--- src/rtl/mdio_arbiter.sv ---
// Round-robin arbiter sharing one MDIO frame engine among NUM_REQ requesters.
// One transaction in flight: latch winner's command, launch, await done edge or timeout.
module mdio_arbiter #(
    parameter int              NUM_REQ     = 3,
    parameter int              TO_W        = 24,
    parameter logic [TO_W-1:0] TIMEOUT_CYC = 24'd100000
) (
    input  logic                  i_clk,
    input  logic                  i_rst_n,
    input  logic [NUM_REQ-1:0]    i_req,
    input  logic [NUM_REQ-1:0]    i_req_wr,
    input  logic [5*NUM_REQ-1:0]  i_req_phy_ad,
    input  logic [5*NUM_REQ-1:0]  i_req_reg_ad,
    input  logic [16*NUM_REQ-1:0] i_req_wdata,
    output logic [NUM_REQ-1:0]    o_gnt,
    output logic [NUM_REQ-1:0]    o_done,
    output logic                  o_err,
    output logic [15:0]           o_rdata,
    output logic                  o_eng_start,
    output logic                  o_eng_wr,
    output logic [4:0]            o_eng_phy_ad,
    output logic [4:0]            o_eng_reg_ad,
    output logic [15:0]           o_eng_wdata,
    input  logic                  i_eng_busy,
    input  logic                  i_eng_done,
    input  logic [15:0]           i_eng_rdata
);

    localparam int              IW       = (NUM_REQ > 1) ? $clog2(NUM_REQ) : 1;
    localparam logic [TO_W-1:0] TO_LAST  = TIMEOUT_CYC - 1'b1;
    localparam logic [IW-1:0]   LAST_RST = IW'(NUM_REQ - 1);

    typedef enum logic [1:0] {IDLE, ISSUE, WAIT, DONE} state_t;

    state_t              state_q;
    logic [IW-1:0]       idx_q;
    logic [IW-1:0]       last_q;
    logic [NUM_REQ-1:0]  gnt_q;
    logic [NUM_REQ-1:0]  done_q;
    logic                err_q;
    logic                wr_q;
    logic [4:0]          phy_q;
    logic [4:0]          reg_q;
    logic [15:0]         wdata_q;
    logic [15:0]         rdata_q;
    logic [TO_W-1:0]     cnt_q;
    logic                done_dly_q;

    logic                done_edge;
    logic [IW-1:0]       win_idx;
    logic [4:0]          phy_arr   [NUM_REQ];
    logic [4:0]          reg_arr   [NUM_REQ];
    logic [15:0]         wdata_arr [NUM_REQ];
    logic [IW-1:0]       cand      [NUM_REQ];

    assign done_edge = i_eng_done & ~done_dly_q;

    // cand[k] = (last + k + 1) mod NUM_REQ, the k-th candidate in the scan order
    genvar gi;
    generate
        for (gi = 0; gi < NUM_REQ; gi++) begin : g_req
            logic [IW:0] sum;
            assign phy_arr[gi]   = i_req_phy_ad[5*gi +: 5];
            assign reg_arr[gi]   = i_req_reg_ad[5*gi +: 5];
            assign wdata_arr[gi] = i_req_wdata[16*gi +: 16];
            assign sum           = {1'b0, last_q} + (IW+1)'(gi + 1);
            assign cand[gi]      = (sum >= (IW+1)'(NUM_REQ)) ?
                                   IW'(sum - (IW+1)'(NUM_REQ)) : sum[IW-1:0];
        end
    endgenerate

    always_comb begin
        win_idx = cand[NUM_REQ-1];
        for (int k = NUM_REQ - 1; k >= 0; k--) begin
            if (i_req[cand[k]]) begin
                win_idx = cand[k];
            end
        end
    end

    always_ff @(posedge i_clk or negedge i_rst_n) begin
        if (!i_rst_n) begin
            state_q    <= IDLE;
            idx_q      <= '0;
            last_q     <= LAST_RST;
            gnt_q      <= '0;
            done_q     <= '0;
            err_q      <= 1'b0;
            wr_q       <= 1'b0;
            phy_q      <= 5'h1F;
            reg_q      <= 5'h1F;
            wdata_q    <= '0;
            rdata_q    <= '0;
            cnt_q      <= '0;
            done_dly_q <= 1'b0;
        end else begin
            done_dly_q <= i_eng_done;
            done_q     <= '0;
            err_q      <= 1'b0;
            case (state_q)
                IDLE: begin
                    if (|i_req) begin
                        idx_q   <= win_idx;
                        gnt_q   <= NUM_REQ'(1) << win_idx;
                        wr_q    <= i_req_wr[win_idx];
                        phy_q   <= phy_arr[win_idx];
                        reg_q   <= reg_arr[win_idx];
                        wdata_q <= wdata_arr[win_idx];
                        state_q <= ISSUE;
                    end
                end
                ISSUE: begin
                    if (!i_eng_busy) begin
                        cnt_q   <= '0;
                        state_q <= WAIT;
                    end
                end
                WAIT: begin
                    // A done edge in the timeout cycle still counts as success
                    if (done_edge) begin
                        if (!wr_q) begin
                            rdata_q <= i_eng_rdata;
                        end
                        done_q  <= gnt_q;
                        state_q <= DONE;
                    end else if (cnt_q == TO_LAST) begin
                        done_q  <= gnt_q;
                        err_q   <= 1'b1;
                        state_q <= DONE;
                    end else begin
                        cnt_q <= cnt_q + 1'b1;
                    end
                end
                DONE: begin
                    last_q  <= idx_q;
                    gnt_q   <= '0;
                    state_q <= IDLE;
                end
                default: state_q <= IDLE;
            endcase
        end
    end

    assign o_eng_start  = (state_q == ISSUE) & ~i_eng_busy;
    assign o_gnt        = gnt_q;
    assign o_done       = done_q;
    assign o_err        = err_q;
    assign o_rdata      = rdata_q;
    assign o_eng_wr     = wr_q;
    assign o_eng_phy_ad = phy_q;
    assign o_eng_reg_ad = reg_q;
    assign o_eng_wdata  = wdata_q;

endmodule
--- config.mk ---
export PLATFORM = sky130hd
export DESIGN_NAME = mdio_arbiter
export DESIGN_NICKNAME = d
export VERILOG_FILES = /design/src/rtl/mdio_arbiter.sv
export SDC_FILE = /design/constraint.sdc
export NUM_CORES = 1
export LEC_CHECK = 0
export CAP_MARGIN = 20
export CELL_PAD_IN_SITES_DETAIL_PLACEMENT = 1
export CELL_PAD_IN_SITES_GLOBAL_PLACEMENT = 1
export CORE_MARGIN = 3
export CORE_UTILIZATION = 31
export DETAILED_ROUTE_END_ITERATION = 7
export PLACE_DENSITY_LB_ADDON = 0.1
export SYNTH_ARGS = -nofsm -noshare
export SYNTH_HDL_FRONTEND = slang
export SYNTH_SLANG_ARGS = --single-unit
--- constraint.sdc ---
create_clock -name i_clk -period 2.3 [get_ports i_clk]
set_clock_uncertainty 0.2 [all_clocks]
set_input_delay 0.46 -clock i_clk [delete_from_list [all_inputs] [get_ports i_clk]]
set_output_delay 0.46 -clock i_clk [all_outputs]
set_load 0.03 [all_outputs]
==> results.yml <==
run_status:
  status: "finished with violations"
  violations: "setup timing"
placed_design:
  dp_hpwl_um: 11000
  numPortBuffers: 154
  dpl-instance-area_um2: 6510
  place_ws_ns: -0.311
  gp_congestion: 0.822
synthesis:
  ys_types: 61
  synthesis.nets: 539
  ys_seq_area_share_pct: 45.2
  synth_edf_count: 0
  synthFlopType: "dfrtp_1"
  yosys_warnings: 0
  synth_commonest_cells: "dfrtp_1 (70), nor2_1 (49), nand3_1 (34), a21oi_1 (24), a221oi_2 (19)"
  postSynthAreaPerCell_um2: 10.6
  syn_area_um2: 4520
  synth.area.top_cells: "dfrtp_1 (39%), dfstp_2 (6.4%), a221oi_2 (6.3%)"
  async_flop_share_pct: 100
  synth.largest_area_cell: "dfrtp_1"
  synth_seq_cells: 81
  yosysMostFrequentCell: "dfrtp_1"
  synth_top_cell_area_share_pct: 38.8
  netlist_instances: 426
cts:
  clock-sinks: 81
  insertion_delay_ns: 0.34
  cts_tree: "yes"
  cts_max_path_buffers: 2
  clk_pin_slew_ns: 0.07
  root_buffer: "clkbuf_16"
  numCtsBuffers: 9
  h-tree-depth: 3
floorplan:
  rows: 43
  die_x_um: 127
  ios: 155
  start_util_pct: 32.1
  core_um2: 14100
  die_y_um: 127
  die_area_um2: 16100
timing:
  fmax_mhz: 407
  drv_slew: 0
  timing.final.ws_setup_ns: -0.156
  finalSetupTns_ns: -2.64
  finalSetupViolations: 29
  period_share_pct: 107
  maxSlewHeadroom_pct: 74.6
  final-hold-violation-count: 0
  worstMarginPinSlew_ns: 0.379
  period_needed_ns: 2.46
  rsz0062_at_grt: "yes"
run:
  cap_violations: 0
drt:
  route.met3.wl_um: 741
  drcViolationCount: 0
  drt-initial-drc-count: 119
  ant_nets: 0
  wl_per_cell_um: 19.6
  drtPass1Iterations: 4
  via_per_inst: 5.22
  wl_met2_um: 8260
  via_count: 4214
  highest-signal-layer: "met4"
  drt_wl_total_um: 15800
  met1_length_um: 6390
worst_setup_path:
  r2r_slack_ns: -0.16
  crit_fanout: 8
  worst_setup_path_end_kind: "register"
  cp.arrival_ns: 2.53
  cpPeakStageDelay_ns: 0.55
  slowest_stage: "dfstp_2"
  reg2regPathDepth: 11
  r2r_start: "last_q[1]"
  path_class: "reg2reg"
  crit_required_ns: 2.37
  startpoint: "last_q[1]"
  crit_top_cell: "buf_6"
  crit_path_start_kind: "register"
  cp_cell_sequence: "inv_2 -> ha_4 -> buf_6 -> buf_6 -> nor4b_4 -> a31oi_4 -> a31o_4 -> buf_12 -> clkbuf_16 -> nand3_2 -> a21oi_1"
power:
  ir_drop_v: 0.000783
  p_sw_share_pct: 43.0
  total_power_mw: 10.7
  power.switching_mw: 4.61
  intPower_mw: 6.11
  p_clk_share_pct: 13.9
  power_density_nw_per_um2: 1450
  power_frac_comb_pct: 64.9
  power_frac_seq_pct: 21.2
  p_leak_nw: 3.00
worst_hold_path:
  hp-start: "idx_q[0]"
  hold_depth: 1
  hp-class: "reg2reg"
global_route:
  grt.total_usage_pct: 19.1
  grt_pass1_vias: 4427
  grt_pass1_wl_um: 24300
  antenna_found_initial: 0
  grt_overflow_total: 0
  grt_max_degree: 38
final_layout:
  final_cell_area_um2: 7400
  post-route-util_pct: 52.5
  nets: 735
  drive_above_1_share_pct: 31.3
  syn2layout_area_growth_pct: 63.8
  n_antenna_cell: 0
==> state kept, by name (all words and copies together), names as in the netlist, 3 cells and up <==
name          flops
cnt_q            24
o_eng_wdata      16
o_rdata          16
o_eng_phy_ad      5
o_eng_reg_ad      5
o_done            3
o_gnt             3
==> layer usage <==
layer / vias up / GRT usage [%]
met2: 102 / 33.8
met5: - / 0
met1: 2117 / 22.6
met3: 25 / 4.17
met4: 0 / 7.51
li1: 1970 / -
==> critical path: cells and delay by family (launching register included) <==
family	cells	cell delay, ns
flip-flops	1	0.55
AO/OA/AOI/OAI	3	0.60
buffers and inverters	5	0.59
AND/OR/NAND/NOR	2	0.20
adder cells (fa/ha/maj)	1	0.24
==> cells by family after synthesis <==
kind of cell / synth area share (%)
buf+inv: 4.84
simple gates: 20.5
flops: 45.2
xor+xnor: 2.91
compound gates: 19.2
fa+ha+maj: 2.49
mux: 4.93
==> power groups by stage <==
stage	logic, mW	registers [mW]	clock network [mW]
floorplan	2.57	3.04	0
global placement	5.26	2.26	0
detailed placement	5.42	2.29	0
CTS	6.47	2.27	1.53
global route	7.35	2.34	1.61
finish	6.96	2.27	1.49
==> timing repair <==
item | CTS | global route
hold buffers | 1 | 0
setup endpoints to repair | 31 | 35
gates cloned | 3 | 2
endpoints found under the hold margin | 21 | 0
pin swaps | 15 | 25
resized for setup | 35 | 33
buffers inserted | 9 | 1
==> metrics by stage <==
stage | instances | hold WS, ns
3_3_place_gp | 774 | 0.181
5_1_grt | 807 | 0.330
6_report | 807 | 0.306
3_5_place_dp | 775 | 0.183
2_1_floorplan | 426 | -0.0356
4_1_cts | 804 | 0.307
==> worst paths after layout <==
check,endpoint
min,idx_q[0]
min reg2reg,idx_q[0]
max reg2reg,o_eng_wdata[12]
max in group asynchronous,last_q[1]
max,o_eng_wdata[12]
min in group asynchronous,cnt_q[10]
==> cell type report <==
class	count	area, um2
multi-input cells	311	2580
flip-flops and latches	81	2040
repair buffers	210	2210
well taps	180	225
clock buffers	11	243
clock inverters	5	62.6
fillers	1547	6690
inverters	9	33.8
==> layout by cell type (no fill, tap or decap), drive strengths merged, types with 2 or more instances in the layout <==
master	n
inv	10
nand4	9
mux2	18
dfstp	11
o211a	2
nor4b	3
or4	4
clkinvlp	2
xor2	4
or3	2
a31oi	3
and4	2
nor2	49
mux2i	2
clkbuf	14
ha	9
o31ai	5
a21oi	35
nor3	11
nand2b	7
clkdlybuf4s50	152
a221oi	27
buf	54
xnor2	11
a22oi	2
nand2	19
a32oi	2
a21o	2
dfrtp	70
nand4b	2
nor4	6
and3	7
nor2b	4
o21ai	10
nand3	35
and2	9
nand3b	2
(Power assumes the default switching activity.)
